**src/rtl/btn_event_ctrl.sv**
```systemverilog
// Button event controller: per-button PRESS/LONG/REPEAT/RELEASE FSMs feeding
// one-deep pending slots, serialised by a round-robin arbiter onto a valid/ready port.
module btn_event_ctrl #(
    parameter int N          = 4,
    parameter int CNT_W      = 20,
    parameter int LONG_CYC   = 20,
    parameter int REPEAT_CYC = 8,
    localparam int ID_W      = $clog2(N)
) (
    input  logic            clk,
    input  logic            rst,
    input  logic            en,
    input  logic [N-1:0]    btn_in,
    output logic            evt_valid,
    input  logic            evt_ready,
    output logic [ID_W-1:0] evt_id,
    output logic [1:0]      evt_code,
    output logic [N-1:0]    ovf,
    input  logic [N-1:0]    ovf_clr
);

    typedef enum logic [1:0] {
        S_IDLE,
        S_PRESSED,
        S_HELD
    } state_t;

    localparam logic [1:0] C_RELEASE = 2'b00;
    localparam logic [1:0] C_PRESS   = 2'b01;
    localparam logic [1:0] C_LONG    = 2'b10;
    localparam logic [1:0] C_REPEAT  = 2'b11;

    localparam logic [CNT_W-1:0] LONG_LAST   = CNT_W'(LONG_CYC - 1);
    localparam logic [CNT_W-1:0] REPEAT_LAST = CNT_W'(REPEAT_CYC - 1);

    state_t           state_q [N];
    state_t           state_d [N];
    logic [CNT_W-1:0] cnt_q   [N];
    logic [CNT_W-1:0] cnt_d   [N];

    logic [N-1:0]     prev_q;
    logic [N-1:0]     rise;
    logic [N-1:0]     fall;
    logic [N-1:0]     gen_v;
    logic [1:0]       gen_code [N];

    logic [N-1:0]     slot_v_q;
    logic [1:0]       slot_code_q [N];

    logic [ID_W-1:0]  ptr_q;
    logic [ID_W-1:0]  ptr_next;
    logic             loadable;
    logic             gnt_found;
    logic [ID_W-1:0]  gnt_id;
    logic [N-1:0]     gnt_hit;

    assign rise = btn_in & ~prev_q;
    assign fall = ~btn_in & prev_q;

    // NOTE: every signal gets a default before the case so no path leaves it unassigned (no latches).
    always_comb begin
        for (int i = 0; i < N; i++) begin
            state_d[i]  = state_q[i];
            cnt_d[i]    = cnt_q[i];
            gen_v[i]    = 1'b0;
            gen_code[i] = C_RELEASE;
            if (!en) begin
                state_d[i] = S_IDLE;
                cnt_d[i]   = '0;
            end else begin
                unique case (state_q[i])
                    S_IDLE: begin
                        if (rise[i]) begin
                            state_d[i]  = S_PRESSED;
                            cnt_d[i]    = '0;
                            gen_v[i]    = 1'b1;
                            gen_code[i] = C_PRESS;
                        end
                    end
                    S_PRESSED, S_HELD: begin
                        // A release wins over a LONG/REPEAT falling on the same cycle.
                        if (fall[i]) begin
                            state_d[i]  = S_IDLE;
                            cnt_d[i]    = '0;
                            gen_v[i]    = 1'b1;
                            gen_code[i] = C_RELEASE;
                        end else if (state_q[i] == S_PRESSED && cnt_q[i] == LONG_LAST) begin
                            state_d[i]  = S_HELD;
                            cnt_d[i]    = '0;
                            gen_v[i]    = 1'b1;
                            gen_code[i] = C_LONG;
                        end else if (state_q[i] == S_HELD && cnt_q[i] == REPEAT_LAST) begin
                            cnt_d[i]    = '0;
                            gen_v[i]    = 1'b1;
                            gen_code[i] = C_REPEAT;
                        end else begin
                            cnt_d[i] = cnt_q[i] + CNT_W'(1);
                        end
                    end
                    default: begin
                        state_d[i] = S_IDLE;
                        cnt_d[i]   = '0;
                    end
                endcase
            end
        end
    end

    // NOTE: sequential state uses non-blocking assignments so all registers update from pre-edge values.
    always_ff @(posedge clk) begin
        for (int i = 0; i < N; i++) begin
            if (rst) begin
                state_q[i] <= S_IDLE;
                cnt_q[i]   <= '0;
            end else begin
                state_q[i] <= state_d[i];
                cnt_q[i]   <= cnt_d[i];
            end
        end
    end

    // Round-robin search starting at the pointer, wrapping modulo N.
    always_comb begin
        loadable  = !evt_valid || evt_ready;
        gnt_found = 1'b0;
        gnt_id    = '0;
        for (int k = 0; k < N; k++) begin
            if (!gnt_found && slot_v_q[ID_W'((int'(ptr_q) + k) % N)]) begin
                gnt_found = 1'b1;
                gnt_id    = ID_W'((int'(ptr_q) + k) % N);
            end
        end
        for (int i = 0; i < N; i++) begin
            gnt_hit[i] = loadable && gnt_found && (gnt_id == ID_W'(i));
        end
        ptr_next = (gnt_id == ID_W'(N - 1)) ? '0 : gnt_id + ID_W'(1);
    end

    // NOTE: the slot array is reset because a flushed event must never reappear after reset.
    always_ff @(posedge clk) begin
        if (rst) begin
            prev_q    <= '0;
            slot_v_q  <= '0;
            ovf       <= '0;
            ptr_q     <= '0;
            evt_valid <= 1'b0;
            evt_id    <= '0;
            evt_code  <= C_RELEASE;
            for (int i = 0; i < N; i++) begin
                slot_code_q[i] <= C_RELEASE;
            end
        end else begin
            prev_q <= btn_in;
            for (int i = 0; i < N; i++) begin
                // A slot granted this cycle is free again, so a same-cycle event still fits.
                if (gen_v[i] && (!slot_v_q[i] || gnt_hit[i])) begin
                    slot_v_q[i]    <= 1'b1;
                    slot_code_q[i] <= gen_code[i];
                end else if (gnt_hit[i]) begin
                    slot_v_q[i] <= 1'b0;
                end

                if (gen_v[i] && slot_v_q[i] && !gnt_hit[i]) begin
                    ovf[i] <= 1'b1;
                end else if (ovf_clr[i]) begin
                    ovf[i] <= 1'b0;
                end
            end

            if (loadable) begin
                evt_valid <= gnt_found;
                if (gnt_found) begin
                    evt_id   <= gnt_id;
                    evt_code <= slot_code_q[gnt_id];
                    ptr_q    <= ptr_next;
                end
            end
        end
    end

endmodule

```
**config.mk**
```make
export PLATFORM = sky130hd
export DESIGN_NAME = btn_event_ctrl
export DESIGN_NICKNAME = d
export VERILOG_FILES = /design/src/rtl/btn_event_ctrl.sv
export SDC_FILE = /design/constraint.sdc
export NUM_CORES = 1
export LEC_CHECK = 0
export BUFFER_PORTS_ARGS = -buffer_cell sky130_fd_sc_hd__buf_2
export CORE_MARGIN = 8
export CORE_UTILIZATION = 55
export CTS_CLUSTER_DIAMETER = 100
export CTS_CLUSTER_SIZE = 14
export DETAILED_ROUTE_END_ITERATION = 12
export GPL_TIMING_DRIVEN = 0
export MAX_ROUTING_LAYER = met4
export PLACE_DENSITY = 0.72
export SYNTH_ARGS = -nofsm -noshare
export SYNTH_HDL_FRONTEND = slang
export SYNTH_SLANG_ARGS = --single-unit
```
**constraint.sdc**
```tcl
create_clock -name clk -period 2.85 [get_ports clk]
set_input_delay 0.57 -clock clk [delete_from_list [all_inputs] [get_ports clk]]
set_output_delay 0.57 -clock clk [all_outputs]
set_load 0.1 [all_outputs]
```
==> reports/metrics.yaml <==
result_of_the_run: "completed"
initial_core_util: 0.559
min-delay-path-class: "in -> reg"
hold-path-cell-count: 2
postSynth.asyncResetShare: 0
netlist-cell-type-count: 65
synth.net_count: 751
post_synth_instance_area_mm2: 0.00604
grt.overflow.total: 0
dr.first_iter.drc_count: 436
grt_antenna_before_repair: 0
power_leakage_nw: 2.48
ys_warn_count: 0
worstSetupEndpointType: "flip-flop"
timing.final.max_slew_violations: 0
report.final.hold_viol_count: 0
synth.yosys.seq_area_share: 0.395
floorplan.die.height_um: 121
stdcell_area_mm2: 0.00690
worst_ir_drop_vdd_mv: 0.446
power-per-cell-area_mw_per_mm2: 587
ys_seq_elements: 115
ys.flop_type: "sky130_fd_sc_hd__dfxtp_1"
placed_cell_area_mm2: 0.00631
die_w_um: 121
period_share: 0.928
critical_path.startpoint_type: "flip-flop"
insertion_delay_ns: 0.53
global_route.usage.met2: 0.324
worst_ep_required_time_ns: 3.15
arrival_ns: 2.94
final_period_minus_worst_setup_slack_ns: 2.64
worst_r2r_dst: "slot_code_q[1][0]"
post_synth_edffs: 8
setup_total_negative_slack_ns: 0
cts_num_sinks: 115
avgViaCountPerCell: 5.83
clock_tree.buffer_depth: 2
path_clk_slew_ns: 0.06
antenna-diode-count: 0
library_cell_used_as_clock_root_buffer: "sky130_fd_sc_hd__clkbuf_8"
swShare: 0.242
holdBufCountCts: 0
largest_net_degree_at_the_start_of_global_routing: 17
wl_per_cell_um: 15.6
buffer_ports.inserted: 20
clock_skew_ns: 0.00777
grt_setup_unrepaired: "false"
pin_count: 21
share_clk_of_total_power: 0.513
syn2layout_area_growth_pct: 14.2
tritoncts_clock_tree: "built"
worst_r2r_path_depth: 8
number_of_global_route_vias_before_repair: 5108
fillers: 913
finish.net_count: 790
syn_area_per_cell_um2: 8.45
timing.setup.critical_path_class: "reg -> reg"
globalplace.congestion: 0.885
grt_use_met1: 0.257
grt_first_pass_wirelength_um: 24000
core_area_mm2: 0.0108
max_freq_mhz: 378
firstDrtPassIters: 6
worst-r2r-setup-slack_ns: 0.21
drtAntennaViolNets: 0
comb_power_share: 0.073
crit_path_max_fanout: 7
worstReg2RegStart: "slot_v_q[1]"
p_sw_mw: 0.980
wl_um: 14200
placement_rows: 38
cap_violations: 0
vias: 5292
power.sequential.fraction: 0.414
min_to: "ovf[3]"
grt_use_met3: 0.0522
drc: 0
grt-busiest-layer: "met2"
die-area_mm2: 0.0146
detailed_place_hpwl_um: 9980
grt_util_all_layers: 0.209
num_cts_buffers: 17
internal_power_mw: 3.07
cts_htree_levels: 4
tightestPinTransition_ns: 1.21
hp-start: "ovf_clr[3]"
synthesized_instance_count: 715
slew-limit-headroom: 0.193
final_setup_violation_count: 0
post_cts.repair.setup_buffers: 0
drive_above_1_share: 0.0860
## stage by stage
stage | worst slack [ns] | hold WS, ns | instances | util | power [mW]
global placement | 0.209 | 0.463 | 875 | 0.585 | 1.99
detailed placement | 0.125 | 0.481 | 875 | 0.585 | 2.00
global route | 0.0124 | 0.227 | 907 | 0.639 | 4.18
CTS | 0.0986 | 0.217 | 907 | 0.639 | 4.07
floorplan | 0.530 | 0.447 | 715 | - | 1.92
finish | 0.205 | 0.232 | 907 | 0.639 | 4.05
## worst max path at each step
stage                 from                end  cells past startpoint
2_1_floorplan  cnt_q[2][8]  slot_code_q[2][0]                      4
3_3_place_gp            en       cnt_q[1][10]                      7
3_5_place_dp     btn_in[2]       cnt_q[2][19]                      7
4_1_cts        cnt_q[0][0]        cnt_q[0][3]                      7
5_1_grt        cnt_q[3][0]       cnt_q[3][15]                      7
6_report       slot_v_q[1]  slot_code_q[1][0]                      8
## cell usage after synthesis, types with 3 or more instances
cell type / number / area (um^2)
sky130_fd_sc_hd__nor2b_1: 11 / 68.8
sky130_fd_sc_hd__dfxtp_1: 107 / 2140
sky130_fd_sc_hd__ha_1: 24 / 300
sky130_fd_sc_hd__xnor2_1: 23 / 201
sky130_fd_sc_hd__or4_1: 4 / 30.0
sky130_fd_sc_hd__and4_1: 4 / 35.0
sky130_fd_sc_hd__a41oi_1: 3 / 26.3
sky130_fd_sc_hd__a21oi_1: 31 / 155
sky130_fd_sc_hd__nor4b_1: 4 / 35.0
sky130_fd_sc_hd__nor4_1: 17 / 106
sky130_fd_sc_hd__clkbuf_1: 20 / 75.1
sky130_fd_sc_hd__inv_1: 22 / 82.6
sky130_fd_sc_hd__nand4_1: 27 / 169
sky130_fd_sc_hd__mux2i_1: 6 / 60.1
sky130_fd_sc_hd__o21bai_1: 4 / 30.0
sky130_fd_sc_hd__buf_2: 4 / 20.0
sky130_fd_sc_hd__nand3_1: 39 / 195
sky130_fd_sc_hd__nor3_1: 12 / 60.1
sky130_fd_sc_hd__and3_1: 17 / 106
sky130_fd_sc_hd__o211ai_1: 3 / 22.5
sky130_fd_sc_hd__o31ai_1: 4 / 30.0
sky130_fd_sc_hd__o21ai_0: 16 / 80.1
sky130_fd_sc_hd__and2_1: 5 / 31.3
sky130_fd_sc_hd__nand2b_1: 17 / 106
sky130_fd_sc_hd__nand4b_1: 3 / 26.3
sky130_fd_sc_hd__a31oi_1: 7 / 43.8
sky130_fd_sc_hd__or3_1: 3 / 18.8
sky130_fd_sc_hd__nand2_1: 66 / 248
sky130_fd_sc_hd__nor3b_1: 6 / 45.0
sky130_fd_sc_hd__xor2_1: 42 / 368
sky130_fd_sc_hd__a211oi_1: 8 / 60.1
sky130_fd_sc_hd__nor2_1: 97 / 364
sky130_fd_sc_hd__nand3b_1: 10 / 75.1
sky130_fd_sc_hd__edfxtp_1: 8 / 240
sky130_fd_sc_hd__and3b_1: 3 / 26.3
## cell families after synthesis
group           count (synthesis)  share of synthesized area
xor+xnor                       65                     0.0943
flops                         115                      0.395
buf+inv                        46                     0.0294
mux                             6                    0.00995
simple gates                  355                      0.305
compound gates                104                      0.117
fa+ha+maj                      24                     0.0497
## layout make-up
cell class              instances  area, um^2  area share
plain buffers                  24        95.1      0.0138
clock buffers                  22         474      0.0688
clock inverters                10         105      0.0152
inverters                      22        82.6      0.0120
multi-input cells             554        3480       0.505
flip-flops and latches        115        2380       0.345
well taps                     140         175      0.0254
repair buffers                 20         100      0.0145
## power groups by stage
stage	registers, mW	clock network, mW	logic [mW]
finish	1.68	2.08	0.295
CTS	1.68	2.10	0.293
global route	1.68	2.17	0.324
global placement	1.71	0	0.281
floorplan	1.75	0	0.172
detailed placement	1.71	0	0.291
## flip-flops by register name, summed over array words and instances, names as in the netlist
name	flops
evt_id	2
slot_code_q	8
state_q	8
slot_v_q	4
ovf	4
evt_valid	1
prev_q	4
evt_code	2
ptr_q	2
cnt_q	80
## worst max-delay path: stages (launching register included)
cell and delay, ns:
sky130_fd_sc_hd__dfxtp_1 0.44, sky130_fd_sc_hd__nand2b_1 0.15, sky130_fd_sc_hd__a21oi_1 0.07, sky130_fd_sc_hd__a211oi_1 0.81, sky130_fd_sc_hd__ha_1 0.29, sky130_fd_sc_hd__nand2_1 0.05
sky130_fd_sc_hd__nand2_1 0.14, sky130_fd_sc_hd__inv_1 0.07, sky130_fd_sc_hd__a2111oi_0 0.40
## what timing repair did
item | CTS | global route
gates resized for setup | 0 | 1
endpoints found under the setup margin | 0 | 10
hold endpoints to repair | 0 | 0
## layout by cell type (no fill, tap or decap), types with 4 or more instances in the layout
cell type and instances:
sky130_fd_sc_hd__nand2b_1 17, sky130_fd_sc_hd__nor4b_1 4, sky130_fd_sc_hd__and2_1 5, sky130_fd_sc_hd__o21ai_0 16
sky130_fd_sc_hd__xor2_1 42, sky130_fd_sc_hd__nor4_1 17, sky130_fd_sc_hd__nand3_1 39, sky130_fd_sc_hd__clkinv_2 6
sky130_fd_sc_hd__nand4_1 27, sky130_fd_sc_hd__o21bai_1 4, sky130_fd_sc_hd__o31ai_1 4, sky130_fd_sc_hd__buf_2 24
sky130_fd_sc_hd__and3_1 17, sky130_fd_sc_hd__a21oi_1 31, sky130_fd_sc_hd__clkbuf_1 22, sky130_fd_sc_hd__nand3b_1 10
sky130_fd_sc_hd__and4_1 4, sky130_fd_sc_hd__xnor2_1 23, sky130_fd_sc_hd__nor3_1 12, sky130_fd_sc_hd__clkbuf_16 17
sky130_fd_sc_hd__nor3b_1 6, sky130_fd_sc_hd__nor2_1 97, sky130_fd_sc_hd__or4_1 4, sky130_fd_sc_hd__nor2b_1 11
sky130_fd_sc_hd__edfxtp_1 8, sky130_fd_sc_hd__mux2i_1 6, sky130_fd_sc_hd__nand2_1 66, sky130_fd_sc_hd__ha_1 24
sky130_fd_sc_hd__a31oi_1 7, sky130_fd_sc_hd__dfxtp_1 107, sky130_fd_sc_hd__a211oi_1 8, sky130_fd_sc_hd__inv_1 22
## routing by layer
metal / up-vias / routed length (um)
met5: - / 0
met4: 0 / 193
met3: 21 / 724
met2: 143 / 6620
met1: 2486 / 6640
li1: 2642 / -
(Power assumes the default switching activity.)
